$ cat src/rtl/instruction_fetch.sv
// Instruction fetch stage: issues word addresses to a 1-cycle synchronous memory
// and buffers returned instructions in a 2-entry FIFO with valid/ready handoff.
module instruction_fetch #(
  parameter logic [31:0] RESET_PC    = 32'd0,
  parameter int unsigned DEPTH_WORDS = 1024,
  parameter logic [7:0]  HALT_OPCODE = 8'h0F
) (
  input  logic        CLK,
  input  logic        RESET_N,
  output logic [31:0] ADDRESS,
  input  logic [31:0] INST,
  input  logic        BRANCH_TAKEN,
  input  logic [31:0] BRANCH_TARGET,
  output logic [31:0] INST_OUT,
  output logic [31:0] PC_OUT,
  output logic        VALID,
  input  logic        READY,
  output logic        HALTED
);

  localparam logic [31:0] PC_MASK = 32'(DEPTH_WORDS - 1);

  logic [31:0] fetch_pc_q, fetch_pc_d;
  logic        inflight_q, inflight_d;
  logic [31:0] inflight_pc_q, inflight_pc_d;
  logic [31:0] head_inst_q, head_inst_d, head_pc_q, head_pc_d;
  logic [31:0] tail_inst_q, tail_inst_d, tail_pc_q, tail_pc_d;
  logic [1:0]  count_q, count_d;
  logic        halt_pending_q, halt_pending_d;
  logic        halted_q, halted_d;

  logic        xfer, flush, issue, push, halt_xfer;
  logic [2:0]  occupancy;
  logic [1:0]  cnt;

  always_comb begin
    xfer      = (count_q != 2'd0) && READY;
    flush     = BRANCH_TAKEN && !halted_q;
    halt_xfer = xfer && (head_inst_q[31:24] == HALT_OPCODE);
    // Entries that will occupy the FIFO once the current in-flight word lands.
    occupancy = {1'b0, count_q} + {2'b00, inflight_q} - {2'b00, xfer};
    issue     = !halted_q && !halt_pending_q && !BRANCH_TAKEN && (occupancy <= 3'd1);
    // Words fetched behind a HALT are dropped on return.
    push      = inflight_q && !flush && !halt_pending_q;

    fetch_pc_d     = fetch_pc_q;
    inflight_d     = issue;
    inflight_pc_d  = inflight_pc_q;
    head_inst_d    = head_inst_q;
    head_pc_d      = head_pc_q;
    tail_inst_d    = tail_inst_q;
    tail_pc_d      = tail_pc_q;
    halt_pending_d = halt_pending_q;
    halted_d       = halted_q | halt_xfer;
    cnt            = count_q;

    if (flush) begin
      fetch_pc_d = BRANCH_TARGET & PC_MASK;
    end else if (issue) begin
      fetch_pc_d    = (fetch_pc_q + 32'd1) & PC_MASK;
      inflight_pc_d = fetch_pc_q;
    end

    if (xfer) begin
      head_inst_d = tail_inst_q;
      head_pc_d   = tail_pc_q;
      cnt         = count_q - 2'd1;
    end
    if (push) begin
      if (cnt == 2'd0) begin
        head_inst_d = INST;
        head_pc_d   = inflight_pc_q;
      end else begin
        tail_inst_d = INST;
        tail_pc_d   = inflight_pc_q;
      end
      cnt = cnt + 2'd1;
      if (INST[31:24] == HALT_OPCODE) halt_pending_d = 1'b1;
    end
    count_d = cnt;

    if (flush || halt_xfer) begin
      count_d        = 2'd0;
      halt_pending_d = 1'b0;
    end
  end

  always_ff @(posedge CLK) begin
    if (!RESET_N) begin
      fetch_pc_q     <= RESET_PC;
      inflight_q     <= 1'b0;
      inflight_pc_q  <= '0;
      head_inst_q    <= '0;
      head_pc_q      <= '0;
      tail_inst_q    <= '0;
      tail_pc_q      <= '0;
      count_q        <= 2'd0;
      halt_pending_q <= 1'b0;
      halted_q       <= 1'b0;
    end else begin
      fetch_pc_q     <= fetch_pc_d;
      inflight_q     <= inflight_d;
      inflight_pc_q  <= inflight_pc_d;
      head_inst_q    <= head_inst_d;
      head_pc_q      <= head_pc_d;
      tail_inst_q    <= tail_inst_d;
      tail_pc_q      <= tail_pc_d;
      count_q        <= count_d;
      halt_pending_q <= halt_pending_d;
      halted_q       <= halted_d;
    end
  end

  assign ADDRESS  = fetch_pc_q;
  assign INST_OUT = head_inst_q;
  assign PC_OUT   = head_pc_q;
  assign VALID    = (count_q != 2'd0);
  assign HALTED   = halted_q;

endmodule
$ cat config.mk
export PLATFORM = sky130hd
export DESIGN_NAME = instruction_fetch
export DESIGN_NICKNAME = d
export VERILOG_FILES = /design/src/rtl/instruction_fetch.sv
export SDC_FILE = /design/constraint.sdc
export NUM_CORES = 1
export LEC_CHECK = 0
export BUFFER_PORTS_ARGS = -buffer_cell sky130_fd_sc_hd__buf_2
export CAP_MARGIN = 20
export CORE_MARGIN = 8
export CORE_UTILIZATION = 46
export DETAILED_ROUTE_END_ITERATION = 8
export GPL_ROUTABILITY_DRIVEN = 0
export GPL_TIMING_DRIVEN = 0
export HOLD_SLACK_MARGIN = 0.06
export PLACE_DENSITY_LB_ADDON = 0.25
export REMOVE_ABC_BUFFERS = 1
export SYNTH_ARGS = -nofsm -noshare
export SYNTH_HDL_FRONTEND = slang
export SYNTH_SLANG_ARGS = --single-unit
$ cat constraint.sdc
create_clock -name CLK -period 3.2 [get_ports CLK]
set_input_delay 0.64 -clock CLK [delete_from_list [all_inputs] [get_ports CLK]]
set_output_delay 0.64 -clock CLK [all_outputs]
set_load 0.01 [all_outputs]
==> flow_summary.ini <==
[logic_synthesis]
synth_fa_ha_area_share_pct = 1.28
synth_xor_area_share_pct = 1.44
synth_largest_area_cell = dfxtp_1
synth-async-reset-ratio_pct = 0
synth_cell_types = 42
netlist.area_leader.share_pct = 47.8
synth_area_um2 = 5490
synth_ff_type = dfxtp_1
synth-warning-count = 0
synth_top_family_by_area = compound AO/OA/AOI/OAI gates
synth.avg_cell_area_um2 = 9.26
synth_compound_area_share_pct = 17.6
synth.area.top_cells = dfxtp_1, nand2_1, mux2i_1, o211a_1, a21boi_0
synthSimpleGateAreaFrac_pct = 17.6
netlist_instances = 593
ys_ff_latch = 131
synth_edf_count = 0
yosysSeqAreaShare_pct = 47.8
synth.area.mux_share_pct = 7.66

[critical_path]
reg2reg_from = count_q[0]
critPathKind = reg2reg
crit_path_start_kind = flip-flop
cp_data_required_time_ps = 3450
crit_fanout = 8
r2r-end = ADDRESS[8]
endpoint_kind = flip-flop
worstRegToRegCells = 12
reg2reg_slack_ps = 70
worstPathArrival_ps = 3380

[place]
post-place-ws_ps = -948
numPortBuffers = 121
placed_cell_area_um2 = 6130
dp_hpwl_mm = 8.54

[worst_hold_path]
whs_endpoint = PC_OUT[19]
hp-start = PC_OUT[19]
hold_path_class = reg2reg
hold_path_depth = 1

[clock_tree]
cts_tree = done
clock_latency_ps = 410
numCtsBuffers = 17
path_clk_slew_ps = 60
clock_path_buffers = 2
root_buffer = clkbuf_16
holdBufCountCts = 0
clkSinkCount = 131
cts.htree.levels = 4

[timing]
worst_pin_slew_ps = 988
fin_skew_ps = 7.92
fin_tns_setup_ps = 0
slew_headroom_pct = 34.1
fmaxAchievable_mhz = 319
slew_viol_final = 0
fin_crit_sh_pct = 97.8
fin_crit_ps = 3130
fin_ws_ps = 69.5
setup_viol = 0
hold_violations = 0

[global_routing]
antenna_found_initial = 0
grt_max_degree = 109
gr-total-overflow = 0
grt_pass1_wl_mm = 21.7
track_usage_pct = 16.8
grt_pass1_vias = 4302

[flow_run]
max_cap_violations = 0

[finish]
layout-area-overhead-vs-synth_pct = 25.2
antenna_cells = 0
nFillCells = 1060
mostFrequentLayoutCells = nand2_1, dfxtp_1, buf_2
fin_area_um2 = 6870
multi_input_area_um2 = 2640
final_common_cell = nand2_1
regArea_um2 = 2630
drive_above_1_share_pct = 25.4
fin_nets = 781
final_util_pct = 58.2

[detailed_routing]
vias = 4389
detail_route.first_pass.iterations = 5
met2_length_mm = 6.41
wl_met3_um = 662
ant_nets = 0
wl_mm = 13.4
drc = 0
vias_per_cell = 5.06
top_layer = met4
drt-met1-wl_mm = 6.14
drtIter0Drc = 269
routedWlPerCell_um = 15.4

[power]
p_comb_share_pct = 10.3
sw_frac_of_total_pct = 23.5
pwr-share-seq_pct = 40.7
power_switching_mw = 1.01
p_clk_share_pct = 49.0
p_int_mw = 3.28
vdd_ir_drop_max_v = 0.000361
cellPowerDensity_nw_per_um2 = 625
p_leak_nw = 3.65

[floorplanning]
fp.dieW_um = 125
initial_core_util_pct = 46.5
io_pins = 166
die_h_um = 125
die_area_um2 = 15700
core_area_um2 = 11800
rows = 40

[run_status]
outcome = completed
[cells by family (layout without fill, tap and decap cells)]
kind of cell / after synthesis / in the layout
AOI/OAI and AO/OA: 120 / 120
xor gates and xnor gates: 9 / 9
adders and majority gates: 5 / 5
buffers and inverters: 72 / 176
DFF: 131 / 131
muxes: 42 / 42
other: 1 / 22
and+or+nand+nor: 213 / 216
[critical path, cell delays in order (launching register included)]
cell and delay [ps]:
dfxtp_1 340, inv_1 90, ha_4 190, nand2b_4 150
xnor2_1 170, inv_1 90, ha_1 140, inv_1 50
fa_1 490, or4b_4 540, or2_4 270, o41ai_2 330
a31oi_1 120
[registers in the layout, indices dropped and copies added, names as in the netlist]
signal / flops
halt_pending_q: 1
inflight_pc_q: 10
count_q: 2
INST_OUT: 32
tail_inst_q: 32
PC_OUT: 32
tail_pc_q: 10
HALTED: 1
inflight_q: 1
ADDRESS: 10
[area by class of cell]
cell class | instances | share of cell area [%]
well taps | 147 | 2.68
clock buffers | 18 | 6.39
inverters | 8 | 0.437
repair buffers | 136 | 10.8
multi-input cells | 414 | 38.4
flip-flops and latches | 131 | 38.2
clock inverters | 14 | 3.06
[power by group through the flow]
| stage | Sequential, mW | Clock (mW) | Combinational (mW) |
|---|---|---|---|
| 2_1_floorplan | 1.80 | 0 | 0.233 |
| 3_3_place_gp | 1.78 | 0 | 0.412 |
| 3_5_place_dp | 1.78 | 0 | 0.420 |
| 4_1_cts | 1.75 | 2.15 | 0.436 |
| 5_1_grt | 1.76 | 2.22 | 0.488 |
| 6_report | 1.75 | 2.10 | 0.441 |
[routing by layer]
layer / global-route usage, % / vias up
met5: 0 / -
met4: 7.81 / 0
met3: 4.38 / 13
met2: 27.1 / 109
met1: 20.6 / 2060
li1: - / 2207
[Yosys cell counts (2+ instances only)]
cell and count:
nand2_1 150, clkbuf_1 34, dfxtp_1 131, nand2b_1 2
inv_1 8, nor2_1 7, buf_4 23, nand4_1 4
o21ai_0 10, o211a_1 42, xnor2_1 8, and2_1 23
nand3b_1 2, nor3_1 6, a21boi_0 47, mux2i_1 42
nor4_1 2, ha_1 4, nand3_1 4, a211oi_1 2
nand4b_1 2, a31oi_1 3, nor4_2 2, buf_2 6
a21boi_1 5, a21oi_1 8
[how the worst max path moves through the flow]
stage                          start                to  slack, ps
after floorplan                READY    tail_inst_q[0]      -2940
after global placement    count_q[1]      tail_pc_q[4]      -6510
after detailed placement       READY        ADDRESS[8]       -950
after CTS                 count_q[1]        ADDRESS[8]          5
after global routing      count_q[0]  inflight_pc_q[3]        -20
final                     count_q[0]        ADDRESS[8]         70
[timing repair]
item / CTS / global route
gates resized for setup: 2 / 3
endpoints found under the hold margin: 0 / 0
pin swaps: 1 / 0
endpoints found under the setup margin: 127 / 33
gates cloned: 3 / 0
buffers inserted: 3 / 4
[through the flow]
stage	hold WS, ps	total power [mW]	cells
2_1_floorplan	443	2.03	550
3_3_place_gp	437	2.19	818
3_5_place_dp	438	2.20	826
4_1_cts	457	4.33	864
5_1_grt	471	4.47	868
6_report	450	4.29	868
Note: power is estimated with default switching activity, not from simulation.
